`config.mk`:
```
export PLATFORM = sky130hd
export DESIGN_NAME = sik_encoder_flat
export DESIGN_NICKNAME = d
export VERILOG_FILES = /design/src/rtl/sik_encoder_if.sv /design/src/rtl/sik_encoder.sv /design/src/flat_wrapper.sv
export SDC_FILE = /design/constraint.sdc
export NUM_CORES = 1
export LEC_CHECK = 0
export ABC_AREA = 1
export CAP_MARGIN = 30
export CORE_ASPECT_RATIO = 1.4
export CORE_UTILIZATION = 48
export CTS_BUF_LIST = sky130_fd_sc_hd__clkbuf_8
export DETAILED_ROUTE_END_ITERATION = 8
export GPL_TIMING_DRIVEN = 0
export HOLD_SLACK_MARGIN = 0.15
export PLACE_DENSITY = 0.78
export SLEW_MARGIN = 20
export SYNTH_ARGS = -nofsm -noshare
export SYNTH_HDL_FRONTEND = slang
export SYNTH_SLANG_ARGS = --single-unit
```
`constraint.sdc`:
```
create_clock -name clk -period 2.2 [get_ports clk]
set_clock_uncertainty 0.05 [all_clocks]
set_input_delay 0.44 -clock clk [delete_from_list [all_inputs] [get_ports clk]]
set_output_delay 0.44 -clock clk [all_outputs]
set_load 0.02 [all_outputs]
```
`src/rtl/sik_encoder_if.sv`:
```
// Instruction-stream handshake between a program loader and the SIK encoder.
// Handshake: a transfer happens on a rising edge where valid and ready are both 1; while ready is low the producer may change its payload freely, only the value present on the transfer edge is taken, and ready may depend combinationally on the consumer's downstream ready.
interface sik_encoder_if;
    logic        in_valid;
    logic        in_ready;
    logic        in_ext;
    logic [3:0]  in_op;
    logic [15:0] in_imm;
    logic        out_valid;
    logic        out_ready;
    logic [15:0] out_word;
    logic        out_is_pre;

    modport master (
        output in_valid, in_ext, in_op, in_imm, out_ready,
        input  in_ready, out_valid, out_word, out_is_pre
    );

    modport slave (
        input  in_valid, in_ext, in_op, in_imm, out_ready,
        output in_ready, out_valid, out_word, out_is_pre
    );
endinterface

```
`src/rtl/sik_encoder.sv`:
```
// Streaming SIK instruction encoder: turns {ext, op, imm} into 16-bit fetch words,
// inserting a pre prefix when the immediate does not fit a sign-extended 12-bit field.
module sik_encoder #(
    parameter bit FORCE_PRE = 1'b0,
    parameter int ERRW      = 8
) (
    input  logic            clk,
    input  logic            reset,
    sik_encoder_if.slave    bus,
    output logic            err,
    output logic [ERRW-1:0] err_count,
    output logic [1:0]      dbg_state
);
    typedef enum logic [1:0] {
        ST_EMPTY = 2'd0,
        ST_PRE   = 2'd1,
        ST_MAIN  = 2'd2
    } state_e;

    state_e          state_q, state_d;
    logic [15:0]     hold_word_q, hold_word_d;
    logic [15:0]     out_word_q, out_word_d;
    logic            out_is_pre_q, out_is_pre_d;
    logic            out_valid_q, out_valid_d;
    logic            err_q, err_d;
    logic [ERRW-1:0] err_count_q, err_count_d;

    logic            in_legal;
    logic            in_fits;
    logic            in_needs_pre;
    logic            in_ready;
    logic            accept;
    logic [15:0]     in_main_word;
    logic [15:0]     in_pre_word;

    always_comb begin
        in_legal     = bus.in_ext ? (bus.in_op >= 4'h1 && bus.in_op <= 4'hC)
                                  : (bus.in_op >= 4'h1 && bus.in_op <= 4'h8);
        // imm fits when bits 15..11 are all copies of the 12-bit sign bit
        in_fits      = (bus.in_imm[15:11] == 5'b00000) || (bus.in_imm[15:11] == 5'b11111);
        in_needs_pre = !bus.in_ext && in_legal && (FORCE_PRE || !in_fits);
        in_main_word = bus.in_ext ? {12'h000, bus.in_op} : {bus.in_op, bus.in_imm[11:0]};
        in_pre_word  = {4'hF, 8'h00, bus.in_imm[15:12]};
        in_ready     = (state_q == ST_EMPTY) || (state_q == ST_MAIN && bus.out_ready);
        accept       = bus.in_valid && in_ready;
    end

    always_comb begin
        state_d      = state_q;
        hold_word_d  = hold_word_q;
        out_word_d   = out_word_q;
        out_is_pre_d = out_is_pre_q;
        out_valid_d  = out_valid_q;
        err_d        = 1'b0;
        err_count_d  = err_count_q;

        case (state_q)
            ST_PRE: begin
                if (bus.out_ready) begin
                    state_d      = ST_MAIN;
                    out_word_d   = hold_word_q;
                    out_is_pre_d = 1'b0;
                end
            end
            ST_MAIN: begin
                if (bus.out_ready) begin
                    state_d      = ST_EMPTY;
                    out_valid_d  = 1'b0;
                    out_is_pre_d = 1'b0;
                end
            end
            default: ;
        endcase

        // accept only happens from EMPTY or a completing MAIN, so it overrides the above
        if (accept) begin
            if (!in_legal) begin
                state_d      = ST_EMPTY;
                out_valid_d  = 1'b0;
                out_is_pre_d = 1'b0;
                err_d        = 1'b1;
                if (err_count_q != {ERRW{1'b1}}) begin
                    err_count_d = err_count_q + ERRW'(1);
                end
            end else if (in_needs_pre) begin
                state_d      = ST_PRE;
                hold_word_d  = in_main_word;
                out_word_d   = in_pre_word;
                out_is_pre_d = 1'b1;
                out_valid_d  = 1'b1;
            end else begin
                state_d      = ST_MAIN;
                hold_word_d  = in_main_word;
                out_word_d   = in_main_word;
                out_is_pre_d = 1'b0;
                out_valid_d  = 1'b1;
            end
        end
    end

    always_ff @(posedge clk) begin
        if (reset) begin
            state_q      <= ST_EMPTY;
            hold_word_q  <= 16'h0000;
            out_word_q   <= 16'h0000;
            out_is_pre_q <= 1'b0;
            out_valid_q  <= 1'b0;
            err_q        <= 1'b0;
            err_count_q  <= '0;
        end else begin
            state_q      <= state_d;
            hold_word_q  <= hold_word_d;
            out_word_q   <= out_word_d;
            out_is_pre_q <= out_is_pre_d;
            out_valid_q  <= out_valid_d;
            err_q        <= err_d;
            err_count_q  <= err_count_d;
        end
    end

    assign bus.in_ready   = in_ready;
    assign bus.out_valid  = out_valid_q;
    assign bus.out_word   = out_word_q;
    assign bus.out_is_pre = out_is_pre_q;
    assign err            = err_q;
    assign err_count      = err_count_q;
    assign dbg_state      = state_q;
endmodule

```
`src/flat_wrapper.sv`:
```
// flat-port wrapper written by rule: the top's interface ports become plain ports
module sik_encoder_flat 
#(
    parameter bit FORCE_PRE = 1'b0,
    parameter int ERRW      = 8
)
  (clk, reset, err, err_count, dbg_state, bus_in_valid, bus_in_ext, bus_in_op, bus_in_imm, bus_out_ready, bus_in_ready, bus_out_valid, bus_out_word, bus_out_is_pre);
  sik_encoder_if bus_i ();
  input  logic clk;
  input  logic reset;
  output logic err;
  output logic [ERRW-1:0] err_count;
  output logic [1:0] dbg_state;
  input wire logic [$bits(bus_i.in_valid)-1:0] bus_in_valid;
  input wire logic [$bits(bus_i.in_ext)-1:0] bus_in_ext;
  input wire logic [$bits(bus_i.in_op)-1:0] bus_in_op;
  input wire logic [$bits(bus_i.in_imm)-1:0] bus_in_imm;
  input wire logic [$bits(bus_i.out_ready)-1:0] bus_out_ready;
  output wire logic [$bits(bus_i.in_ready)-1:0] bus_in_ready;
  output wire logic [$bits(bus_i.out_valid)-1:0] bus_out_valid;
  output wire logic [$bits(bus_i.out_word)-1:0] bus_out_word;
  output wire logic [$bits(bus_i.out_is_pre)-1:0] bus_out_is_pre;
  assign bus_i.in_valid = bus_in_valid;
  assign bus_i.in_ext = bus_in_ext;
  assign bus_i.in_op = bus_in_op;
  assign bus_i.in_imm = bus_in_imm;
  assign bus_i.out_ready = bus_out_ready;
  assign bus_in_ready = bus_i.in_ready;
  assign bus_out_valid = bus_i.out_valid;
  assign bus_out_word = bus_i.out_word;
  assign bus_out_is_pre = bus_i.out_is_pre;
  sik_encoder #(.FORCE_PRE(FORCE_PRE), .ERRW(ERRW)) u_core (.clk(clk), .reset(reset), .bus(bus_i), .err(err), .err_count(err_count), .dbg_state(dbg_state));
endmodule
```
==> impl_metrics.toml <==
[critical_path]
critical_path.endpoint_type = "register"
crit_top_cell = "nand2_1"
worst-path-buf-inv = 2
start_kind = "input port"
slowest_stage = "clkdlybuf4s50_1"
crit_chain = "clkdlybuf4s50_1 -> inv_2 -> nand2_1 -> nand2_2 -> a21boi_4 -> nand2_1 -> nand2_1 -> a21oi_1"
crit_type = "input port to register"
reg2reg_depth = 11
crit_required_ps = 2330
cp.depth = 8
max_stage_delay_ps = 550
worstPathArrival_ps = 2140
critPathMaxFanout = 10
critPathTopFamily = "buffers and inverters"

[placement]
placed_area_um2 = 2814
hpwl_mm = 3.998
place_ws_ps = -135.5
io_buffer_count = 54
place_inst = 435
gp_congestion = 0.9125

[clock_network]
cts.hold.buffers_added = 0
clkSlewWorstSetupHoldPaths_ps = 80
htreeDepth = 2
cts_tree = "built"
cts_root_buf = "clkbuf_8"
clockBufferDepth = 2
cts_buffers = 5
clock_latency_ps = 310
cts.sinks = 45

[synth]
yosys-top-cells-area = "dfxtp_1 (41%), nand2_1 (16%), a21oi_1 (9.1%), o21ai_0 (7.1%), inv_1 (6.0%)"
yosysMostFrequentCell = "nand2_1"
netlist.area_leader.share = 0.4098
synth-seq-cells = 45
netlist_area_um2 = 2198
async_reset_ff_frac = 0
synth_edf_count = 0
synthTopCellsByCount = "nand2_1 (93), dfxtp_1 (45), a21oi_1 (40), inv_1 (35), o21ai_0 (31)"
synth_flop_cell = "dfxtp_1"
syn-num-nets = 350
ys_types = 27
avgSynthCellArea_um2 = 6.848
syn_inst = 321
yosys_warnings = 0
yosysTopAreaCell = "dfxtp_1"
yosysSeqAreaShare = 0.4098

[power_and_ir_drop]
vdd_ir_drop_max_uv = 570.9
p_total_mw = 2.388
power_density_nw_per_um2 = 823.7
p_leak_nw = 1.218

[floorplanning]
die_w_um = 59.20
core_region_area_um2 = 4309
die_y_um = 82.08
dieArea_um2 = 4858
ioPinCount = 55
rows = 28
initial_utilization = 0.5102

[cells_and_area]
diodes = 0
fin_cells = 443
syn_to_final_growth_pct = 31.87
final_core_util = 0.6728
stdcell_area_um2 = 2899
fin_nets = 411
drive_gt1_frac = 0.05222

[grt]
grt_overflow = 0
grt_first_pass_wirelength_mm = 8.804
antenna_found_initial = 0
grt_start_max_net_pins = 15
grt_pass1_vias = 1971
grt_util_all_layers = 0.2413

[timing]
max_freq_ghz = 0.4991
rsz0062_at_grt = "false"
finalHoldViolCount = 0
relSlewSlack = 0.6851
layout_setup_ws_ps = 196.4
slew_violations = 0
finalSetupViolCount = 0
min_period_over_period = 0.9107
worst_slew_pin_slew_ps = 472.3
period_minus_slack_ps = 2004

[routing]
via_per_inst = 4.980
wl_mm = 5.472
wl_per_cell_um = 12.35
first_pass_iters = 4
drtIter0Drc = 76
antenna_left = 0
num_vias = 2206
drc = 0

[hold_path]
hold_path.class = "register to register"
whs_path_depth = 2

[run_status]
outcome = "finished clean"

[run]
maxCapViolCount = 0
-- per-layer routing --
metal	wire length, µm	track usage
met3	199	0.03780
met4	149	0.1262
met2	2696	0.4135
met1	2426	0.2845
met5	0	0
-- cell type report --
class / count / area, µm²
multi-input cells: 228 / 1097
clock inverters: 3 / 17.52
clock buffers: 5 / 68.82
well taps: 60 / 75.07
inverters: 37 / 138.9
repair buffers: 54 / 539.3
flip-flops and latches: 45 / 900.9
fillers: 377 / 1410
plain buffers: 11 / 61.31
-- worst paths after layout --
kind | startpoint | endpoint | slack, ps
min | u_core.hold_word_q[14]$_SDFFE_PP0P_ | u_core.hold_word_q[14]$_SDFFE_PP0P_ | 400
min reg2reg | u_core.hold_word_q[14]$_SDFFE_PP0P_ | u_core.hold_word_q[14]$_SDFFE_PP0P_ | 400
max reg2reg | u_core.dbg_state[0]$_SDFFE_PP0P_ | u_core.dbg_state[1]$_SDFFE_PP0P_ | 240
max | bus_in_ext | u_core.bus.out_word[4]$_SDFF_PP0_ | 200
-- registers in the layout (all words and copies together), names as in the netlist --
name / count
u_core.dbg_state: 2
u_core.bus.out_word: 16
u_core.hold_word_q: 16
u_core.bus.out_is_pre: 1
u_core.err_count: 8
u_core.bus.out_valid: 1
u_core.err: 1
-- metrics by stage --
| stage | TNS, ps | hold WS (ps) |
|---|---|---|
| 6_report | 0 | 395.4 |
| 2_1_floorplan | 0 | 371.6 |
| 5_1_grt | 0 | 418.0 |
| 4_1_cts | 0 | 399.3 |
| 3_3_place_gp | -1238 | 382.3 |
| 3_5_place_dp | -2359 | 387.1 |
-- cells by family after synthesis --
family | count (synthesis) | synth area share
AOI/OAI and AO/OA | 75 | 0.1793
xor gates and xnor gates | 6 | 0.02390
buffers and inverters | 48 | 0.09106
and+or+nand+nor | 143 | 0.2732
DFF | 45 | 0.4098
adders and majority gates | 4 | 0.02277
-- placed cells by master, fill, tap and decap left out, types with 2 or more instances in the layout --
| master | instances |
|---|---|
| nand2_1 | 93 |
| clkdlybuf4s50_1 | 53 |
| dfxtp_1 | 45 |
| a21oi_1 | 40 |
| inv_1 | 35 |
| o21ai_0 | 31 |
| nand3_1 | 22 |
| nor2_1 | 18 |
| clkbuf_1 | 6 |
| xor2_1 | 5 |
| clkbuf_8 | 5 |
| ha_1 | 4 |
| nand4_1 | 3 |
| inv_2 | 2 |
| buf_6 | 2 |
| nor3_1 | 2 |
| clkinv_2 | 2 |
-- where the power goes --
group,switching (mW),total [mW],leakage (nW),internal [mW]
registers,0.0551,0.998,0.369,0.943
clock network,0.293,0.512,0.0439,0.219
logic,0.522,0.878,0.806,0.355
-- timing repair --
item,CTS,global route
setup endpoints to repair,1,0
hold endpoints to repair,0,0
resized for setup,1,0
setup buffers,0,0
-- worst min-delay path: cells and delay by family (launching register included) --
family | cells | cell delay [ps]
flip-flops | 1 | 300
AO/OA/AOI/OAI | 1 | 50
buffers and inverters | 1 | 50
Note: power is estimated with default switching activity, not from simulation.
